--- src/rtl/score_digits_if.sv ---
// rtl/score_digits_if.sv - award/frame inputs and displayed-digit outputs of score_digits
interface score_digits_if #(
    parameter int NUM_DIGITS = 4
);
    logic                    add_valid;
    logic [3:0]              add_val;
    logic                    clear;
    logic                    frame_start;
    logic [4*NUM_DIGITS-1:0] digits;
    logic [NUM_DIGITS-1:0]   digit_en;
    logic                    busy;
    logic                    sat;

    modport master (
        output add_valid, add_val, clear, frame_start,
        input  digits, digit_en, busy, sat
    );

    modport slave (
        input  add_valid, add_val, clear, frame_start,
        output digits, digit_en, busy, sat
    );
endinterface

--- src/rtl/score_digits.sv ---
// rtl/score_digits.sv - BCD score accumulator with per-frame display tally; SCORE_ZERO_BLANK_EN enables leading-zero blanking
module score_digits #(
    parameter int NUM_DIGITS = 4
) (
    input  logic          clk,
    input  logic          rst,
    score_digits_if.slave bus
);
    localparam int W = 4 * NUM_DIGITS;

    typedef enum logic {IDLE, TALLY} state_t;

    state_t         state;
    state_t         next_state;
    logic [W-1:0]   score;
    logic [W-1:0]   disp;
    logic [W-1:0]   disp_next;
    logic           sat;
    logic [3:0]     add_eff;
    logic [W:0]     add_res;
    logic [W:0]     inc_res;

    // Decimal add of a single 0..9 value; the carry ripples through every digit
    // and the top bit of the result is the carry out of the most significant digit.
    function automatic logic [W:0] bcd_add(input logic [W-1:0] a, input logic [3:0] b);
        logic [4:0]   s;
        logic         c;
        logic [W-1:0] r;
        c = 1'b0;
        r = '0;
        for (int i = 0; i < NUM_DIGITS; i++) begin
            s = {1'b0, a[4*i +: 4]} + {4'b0, c} + ((i == 0) ? {1'b0, b} : 5'd0);
            if (s > 5'd9) begin
                r[4*i +: 4] = 4'(s - 5'd10);
                c           = 1'b1;
            end else begin
                r[4*i +: 4] = s[3:0];
                c           = 1'b0;
            end
        end
        return {c, r};
    endfunction

    // Clamp the award to one decimal digit and form both BCD sums.
    always_comb begin
        add_eff = (bus.add_val > 4'd9) ? 4'd9 : bus.add_val;
        add_res = bcd_add(score, add_eff);
        inc_res = bcd_add(disp, 4'd1);
    end

    // True score and sticky saturation; clear wins over awards, saturation freezes awards.
    always_ff @(posedge clk or posedge rst) begin
        if (rst) begin
            score <= '0;
            sat   <= 1'b0;
        end else if (bus.clear) begin
            score <= '0;
            sat   <= 1'b0;
        end else if (bus.add_valid && !sat) begin
            if (add_res[W]) begin
                score <= {NUM_DIGITS{4'h9}};
                sat   <= 1'b1;
            end else begin
                score <= add_res[W-1:0];
            end
        end
    end

    // Tally state and displayed score registers.
    always_ff @(posedge clk or posedge rst) begin
        if (rst) begin
            state <= IDLE;
            disp  <= '0;
        end else begin
            state <= next_state;
            disp  <= disp_next;
        end
    end

    // Next tally state: the compare always sees the registered (pre-award) score,
    // so an award landing with frame_start only takes effect from the next frame.
    always_comb begin
        next_state = state;
        disp_next  = disp;
        case (state)
            IDLE: begin
                if (score != disp) next_state = TALLY;
            end
            TALLY: begin
                if (bus.frame_start) begin
                    disp_next = inc_res[W-1:0];
                    if (inc_res == {1'b0, score}) next_state = IDLE;
                end
            end
            default: next_state = IDLE;
        endcase
        if (bus.clear) begin
            next_state = IDLE;
            disp_next  = '0;
        end
    end

`ifdef SCORE_ZERO_BLANK_EN
    logic                  seen;
    logic [NUM_DIGITS-1:0] en;

    // A digit is shown once any digit at or above it is non-zero; the ones digit always shows.
    always_comb begin
        seen = 1'b0;
        en   = '0;
        for (int i = NUM_DIGITS - 1; i >= 0; i--) begin
            seen  = seen | (disp[4*i +: 4] != 4'd0);
            en[i] = seen | (i == 0);
        end
    end

    assign bus.digit_en = en;
`else
    assign bus.digit_en = '1;
`endif

    assign bus.digits = disp;
    assign bus.busy   = (state == TALLY);
    assign bus.sat    = sat;
endmodule

--- src/flat_wrapper.sv ---
// flat-port wrapper written by rule: the top's interface ports become plain ports
module score_digits_flat 
#(
    parameter int NUM_DIGITS = 4
)
  (clk, rst, bus_add_valid, bus_add_val, bus_clear, bus_frame_start, bus_digits, bus_digit_en, bus_busy, bus_sat);
  score_digits_if #(.NUM_DIGITS(NUM_DIGITS)) bus_i ();
  input  logic clk;
  input  logic rst;
  input wire logic [$bits(bus_i.add_valid)-1:0] bus_add_valid;
  input wire logic [$bits(bus_i.add_val)-1:0] bus_add_val;
  input wire logic [$bits(bus_i.clear)-1:0] bus_clear;
  input wire logic [$bits(bus_i.frame_start)-1:0] bus_frame_start;
  output wire logic [$bits(bus_i.digits)-1:0] bus_digits;
  output wire logic [$bits(bus_i.digit_en)-1:0] bus_digit_en;
  output wire logic [$bits(bus_i.busy)-1:0] bus_busy;
  output wire logic [$bits(bus_i.sat)-1:0] bus_sat;
  assign bus_i.add_valid = bus_add_valid;
  assign bus_i.add_val = bus_add_val;
  assign bus_i.clear = bus_clear;
  assign bus_i.frame_start = bus_frame_start;
  assign bus_digits = bus_i.digits;
  assign bus_digit_en = bus_i.digit_en;
  assign bus_busy = bus_i.busy;
  assign bus_sat = bus_i.sat;
  score_digits #(.NUM_DIGITS(NUM_DIGITS)) u_core (.clk(clk), .rst(rst), .bus(bus_i));
endmodule
--- config.mk ---
export PLATFORM = sky130hd
export DESIGN_NAME = score_digits_flat
export DESIGN_NICKNAME = d
export VERILOG_FILES = /design/src/rtl/score_digits_if.sv /design/src/rtl/score_digits.sv /design/src/flat_wrapper.sv
export SDC_FILE = /design/constraint.sdc
export NUM_CORES = 1
export LEC_CHECK = 0
export BUFFER_PORTS_ARGS = -buffer_cell sky130_fd_sc_hd__buf_2
export CAP_MARGIN = 0
export CORE_ASPECT_RATIO = 0.9
export CORE_MARGIN = 2
export CORE_UTILIZATION = 61
export DETAILED_ROUTE_END_ITERATION = 10
export GPL_ROUTABILITY_DRIVEN = 0
export PLACE_DENSITY = 0.83
export SETUP_SLACK_MARGIN = 0.15
export SLEW_MARGIN = 20
export SYNTH_ARGS = -nofsm -noshare
export SYNTH_HDL_FRONTEND = slang
export SYNTH_SLANG_ARGS = --single-unit
--- constraint.sdc ---
create_clock -name clk -period 7.42 [get_ports clk]
set_clock_uncertainty 0.2 [all_clocks]
set_input_delay 1.113 -clock clk [delete_from_list [all_inputs] [get_ports clk]]
set_output_delay 1.113 -clock clk [all_outputs]
set_load 0.005 [all_outputs]
======== Yosys cells after proc, flatten, opt, wreduce, memory -nomap -nowiden ========
Index checks and enable logic that the tools add are counted.
word-level totals
  register bits ........................... 34
  input bits .............................. 9
  logic and storage cells ................. 71
operators by class
  eq/ne operators ......................... 2
  bitwise operators ....................... 1
  multiplexer cells ....................... 31
  reductions and logical operators ........ 8
  order comparisons ....................... 9
  $add $sub $neg .......................... 16
operators with widths
  operator               count
  $mux W16               6
  $gt A5 B4 Y1 const B   8
  $mux W4                9
  $sub A4 B4 Y4 const B  8
  $add A4 B1 Y5          6
  $eq A17 B16 Y1         1
  $ne A16 B16 Y1         1
  $mux W1                15
  $reduce_bool A2 Y1     4
  $add A4 B1 Y5 const B  1
  $add A4 B4 Y5          1
  $gt A4 B4 Y1 const B   1
  $reduce_and A2 Y1      2
  $pmux W1 S2            1
  $logic_and A1 B1 Y1    1
  $logic_not A1 Y1       1
  $not A1 Y1             1

======== Depth between registers and ports, before layout ========
  word-level depth ........................ 17
  gate-level depth with buffers ........... 34
  depth with buffers taken out ............ 30

======== Least setup slack after synthesis ========
No wires, ideal clock.
  kind .................................... input to register
  from .................................... input bus_add_val[2]
  to ...................................... register u_core.score[14]
  cell stages on the path ................. 29
  path slack .............................. 830 ps
  library setup time ...................... 83 ps
  arrival time ............................ 6308 ps
  data required time ...................... 7137 ps
  path buffers ............................ 1
  path through ............................ o21ai_0 > nand2b_1 > ha_1 > inv_1 > fa_1 > xor2_1 > ha_1 > a32oi_1 > a221oi_4 > inv_1 > ha_1 > ha_1 > or2_2 > a21oi_1 > a21oi_1 > ha_1 > ha_1 > inv_1 > a21oi_1 > o22ai_1 > a21oi_1 > ha_1 > ha_1 > o22a_1 > o22a_1 > buf_2 > nor2_2 > nand2_1 > o21ai_0
on the way
  longest elaborated chain between the ends .. 17
RTL lines
  what                                           line                                    RTL
  start: declaration                             flat_wrapper.sv:11                      input wire logic [$bits(bus_i.add_val)-1:0] bus_add_val;
  $gt A4 B4 Y1                                   score_digits.sv:46                      add_eff = (bus.add_val > 4'd9) ? 4'd9 : bus.add_val;
  $mux W4 (*)                                    score_digits.sv:46
  $add A4 B4 Y5 (*)                              score_digits.sv:32                      s = {1'b0, a[4*i +: 4]} + {4'b0, c} + ((i == 0) ? {1'b0, b} : 5'd0);
  $gt A5 B4 Y1 (*)                               score_digits.sv:33                      if (s > 5'd9) begin
  $mux W1 (*)                                    score_digits.sv:33
  $add A4 B1 Y5 (*)                              score_digits.sv:32
  $gt A5 B4 Y1 (*)                               score_digits.sv:33
  $mux W1 (*)                                    score_digits.sv:33
  $add A4 B1 Y5 (*)                              score_digits.sv:32
  $gt A5 B4 Y1 (*)                               score_digits.sv:33
  $mux W1 (*)                                    score_digits.sv:33
  $add A4 B1 Y5 (*)                              score_digits.sv:32
  $sub A4 B4 Y4 or $gt A5 B4 Y1 (tied branches)  score_digits.sv:34, score_digits.sv:33
  $mux W4 or $mux W1 (tied branches)             score_digits.sv:33
  $mux W16 (*)                                   score_digits.sv:60                      if (add_res[W]) begin
  $mux W16 (*)                                   score_digits.sv:59                      end else if (bus.add_valid && !sat) begin
  $mux W16 (*)                                   score_digits.sv:56                      end else if (bus.clear) begin
  end signal: assignment                         score_digits.sv:61                      score <= {NUM_DIGITS{4'h9}};
  end signal: assignment                         score_digits.sv:64                      score <= add_res[W-1:0];
  end: declaration                               score_digits.sv:15                      logic [W-1:0] score;
Every way passes the cells marked *; elsewhere a longest branch is shown, timed or not. The select of a mux whose other input is x is not followed.
A chain may end at the register's enable or synchronous reset.

======== Worst setup path after layout ========
  from .................................... input bus_add_val[3]
  to ...................................... register u_core.score[14]
Same word-level chain as after synthesis.

==> run metrics <==
outcome=finished clean; met2 GRT Util=0.415; H-tree lvl count=2; Initial Utilization=0.637; yosys warns=0; GR Overflow Total=0; GR peak layer=met2; antenna fix cells=0; asr flop ratio synth=1.00; average wire per standard cell=15.4 µm; vias in the first global route=2618; initial DRC count=243; Slew @ Worst Pin=802 ps; layout cells sized above 1=0.125; PD cells=205 nW/µm²; Tot GR Track Use=0.255; clk sinks=34; Die Ht=74.5 µm; met3 GRT Util=0.0388; peak supply drop=0.146 mV; Max Fclk=145 MHz; Longest Clk Path Bufs=2; CTS Buf Count=5; Multi-input gate area=2270 µm²; max-slew violation count=0; Worst Path Arrival=6910 ps; hold depth=2; syn_area_per_cell=8.21 µm²; Post-Synthesis Cells=410; Resized cells post-CTS=0; area of the core=5290 µm²; leakage=1.64 nW; drt first pass iters=6; # IOs=31; Port Buffers=26; routed vias/inst=6.18; Netlist cell types=64; WS Path Type=primary input to flop; initial antenna violation count=0; DRT antenna net count=0; Critical Path RT=7440 ps; Syn Std Cell Area=3370 µm²; final period demand of the worst path=6890 ps; first-pass GRT wire length=12100 µm; TritonCTS clock tree=done; setup tns final=0 ps; Reg2Reg Depth=30; count of flip-flops with a built-in enable after synthesis=0; chip width=82.3 µm; Reg area=852 µm²; Area growth, synth to finish=5.28%; Root Driver=clkbuf_8; crit path launch type=primary input; leading area contributor after synthesis=dfrtp_1; overall via count from detail_route=2986; slowest stage delay, CP=430 ps; CP dominant cell by count=ha_1; largest net degree at the start of global routing=35; Clock Latency Late Sink=290 ps; worst hold path type=flop to flop; post-layout util=0.671; CTS hold repair buffers=0; Synth top area share=0.253; synth top area cells=dfrtp_1 (25%), ha_1 (9.7%), xnor2_1 (7.0%), xor2_1 (6.0%), nand2_1 (4.6%); die area=6130 µm²; Post-CTS Setup Inserts=0; dpl hpwl=5600 µm; FP Rows=25; Worst setup EP type=flop; RSZ-0062 raised after global routing=false; final hold vios=0; CP max FO=10; grt met1 use=0.357; sequential fraction of the synthesis area=0.253; number of fill cells=440; Slowest cell on crit path=fa_1; dominant synthesized flop cell=dfrtp_1; Reg clk slew, reported paths=70 ps; worst rel slew slack=0.465; # DRC=0; overall routed net length=7440 µm; Max Cap Viol=0; Final #Nets=451; final setup fails=0; Yosys reg bits=34; fin crit share=0.929
final timing paths:
check | from | slack [ps] | end
hold reg to reg | u_core.bus.sat$_DFFE_PP0P_ | 330 | u_core.bus.sat$_DFFE_PP0P_
min in group asynchronous | rst | 710 | u_core.bus.busy$_DFF_PP0_
setup / recovery | bus_add_val[3] | 530 | u_core.score[14]$_DFFE_PP0P_
max in group asynchronous | rst | 5980 | u_core.bus.digits[0]$_DFFE_PP0P_
hold / removal | u_core.bus.sat$_DFFE_PP0P_ | 330 | u_core.bus.sat$_DFFE_PP0P_
setup reg to reg | u_core.bus.digits[1]$_DFFE_PP0P_ | 740 | u_core.bus.busy$_DFF_PP0_
flip-flops by register name, summed over array words and instances (netlist names):
signal / flops
u_core.score: 16
u_core.bus.sat: 1
u_core.bus.busy: 1
u_core.bus.digits: 16
layout make-up:
cell class,count,area share
Timing Repair Buffer,27,0.0388
Multi-Input combinational cell,323,0.640
Clock buffer,5,0.0194
Sequential cell,34,0.240
Clock inverter,3,0.0127
Inverter,24,0.0254
Tap cell,67,0.0236
metal layers:
layer,up-vias,share of wire
li1,1441,-
met5,-,0
met1,1405,0.45
met4,0,0.014
met3,15,0.054
met2,125,0.48
cells in the mapped netlist (6+ instances only):
cell type,instances
clkbuf_1,13
inv_1,23
a21oi_1,26
ha_1,26
nand3_1,7
nand2_1,41
buf_2,9
a22o_1,7
nor3_1,9
a31oi_1,7
nand2b_1,6
o21ai_0,27
xor2_1,23
dfrtp_1,34
a211oi_1,9
xnor2_1,27
nor2_1,28
critical path, delay by kind of cell:
family	cells	cell delay, ps
AO/OA/AOI/OAI	11	2050
XOR/XNOR	1	280
adder cells (fa/ha/maj)	9	2410
buffers and inverters	4	360
AND/OR/NAND/NOR	4	710
report_power, final:
part / internal, mW / switching (mW) / total, mW
Combinational: 0.142 / 0.168 / 0.309
Sequential: 0.204 / 0.0400 / 0.244
Clock: 0.0999 / 0.0738 / 0.174
Total: 0.445 / 0.281 / 0.727
cell usage in the layout (no fill, tap or decap), types with 5 or more instances in the layout:
master	n
a22o_1	7
xnor2_1	27
nor2_1	28
nor3_1	9
a31oi_1	7
xor2_1	22
a211oi_1	9
o21ai_0	27
clkbuf_8	5
o21a_1	5
mux2i_1	5
dfrtp_1	33
nand2_1	41
nand2b_1	6
inv_1	23
buf_2	26
ha_1	25
nand3_1	7
a21oi_1	26
nor2b_1	5
cells by family (layout without fill, tap and decap cells):
logic type      after synthesis  count (layout)  synth area share
compound gates              109             109             0.218
xor+xnor                     52              52             0.142
fa+ha+maj                    27              27             0.103
buf+inv                      56              59            0.0818
flops                        34              34             0.253
mux                           5               5            0.0149
other cells                   1               4           0.00111
simple gates                126             126             0.187
through the flow:
stage               power, mW  worst slack (ps)  hold slack (ps)  area (µm²)  cells
global placement        0.535               479              300        3410    475
floorplan               0.485               830              287        3380    413
detailed placement      0.550               173              323        3410    475
global route            0.777               127              403        3540    483
finish                  0.727               527              335        3540    483
CTS                     0.723               493              341        3530    483
Power figures use the tool's default switching activity.
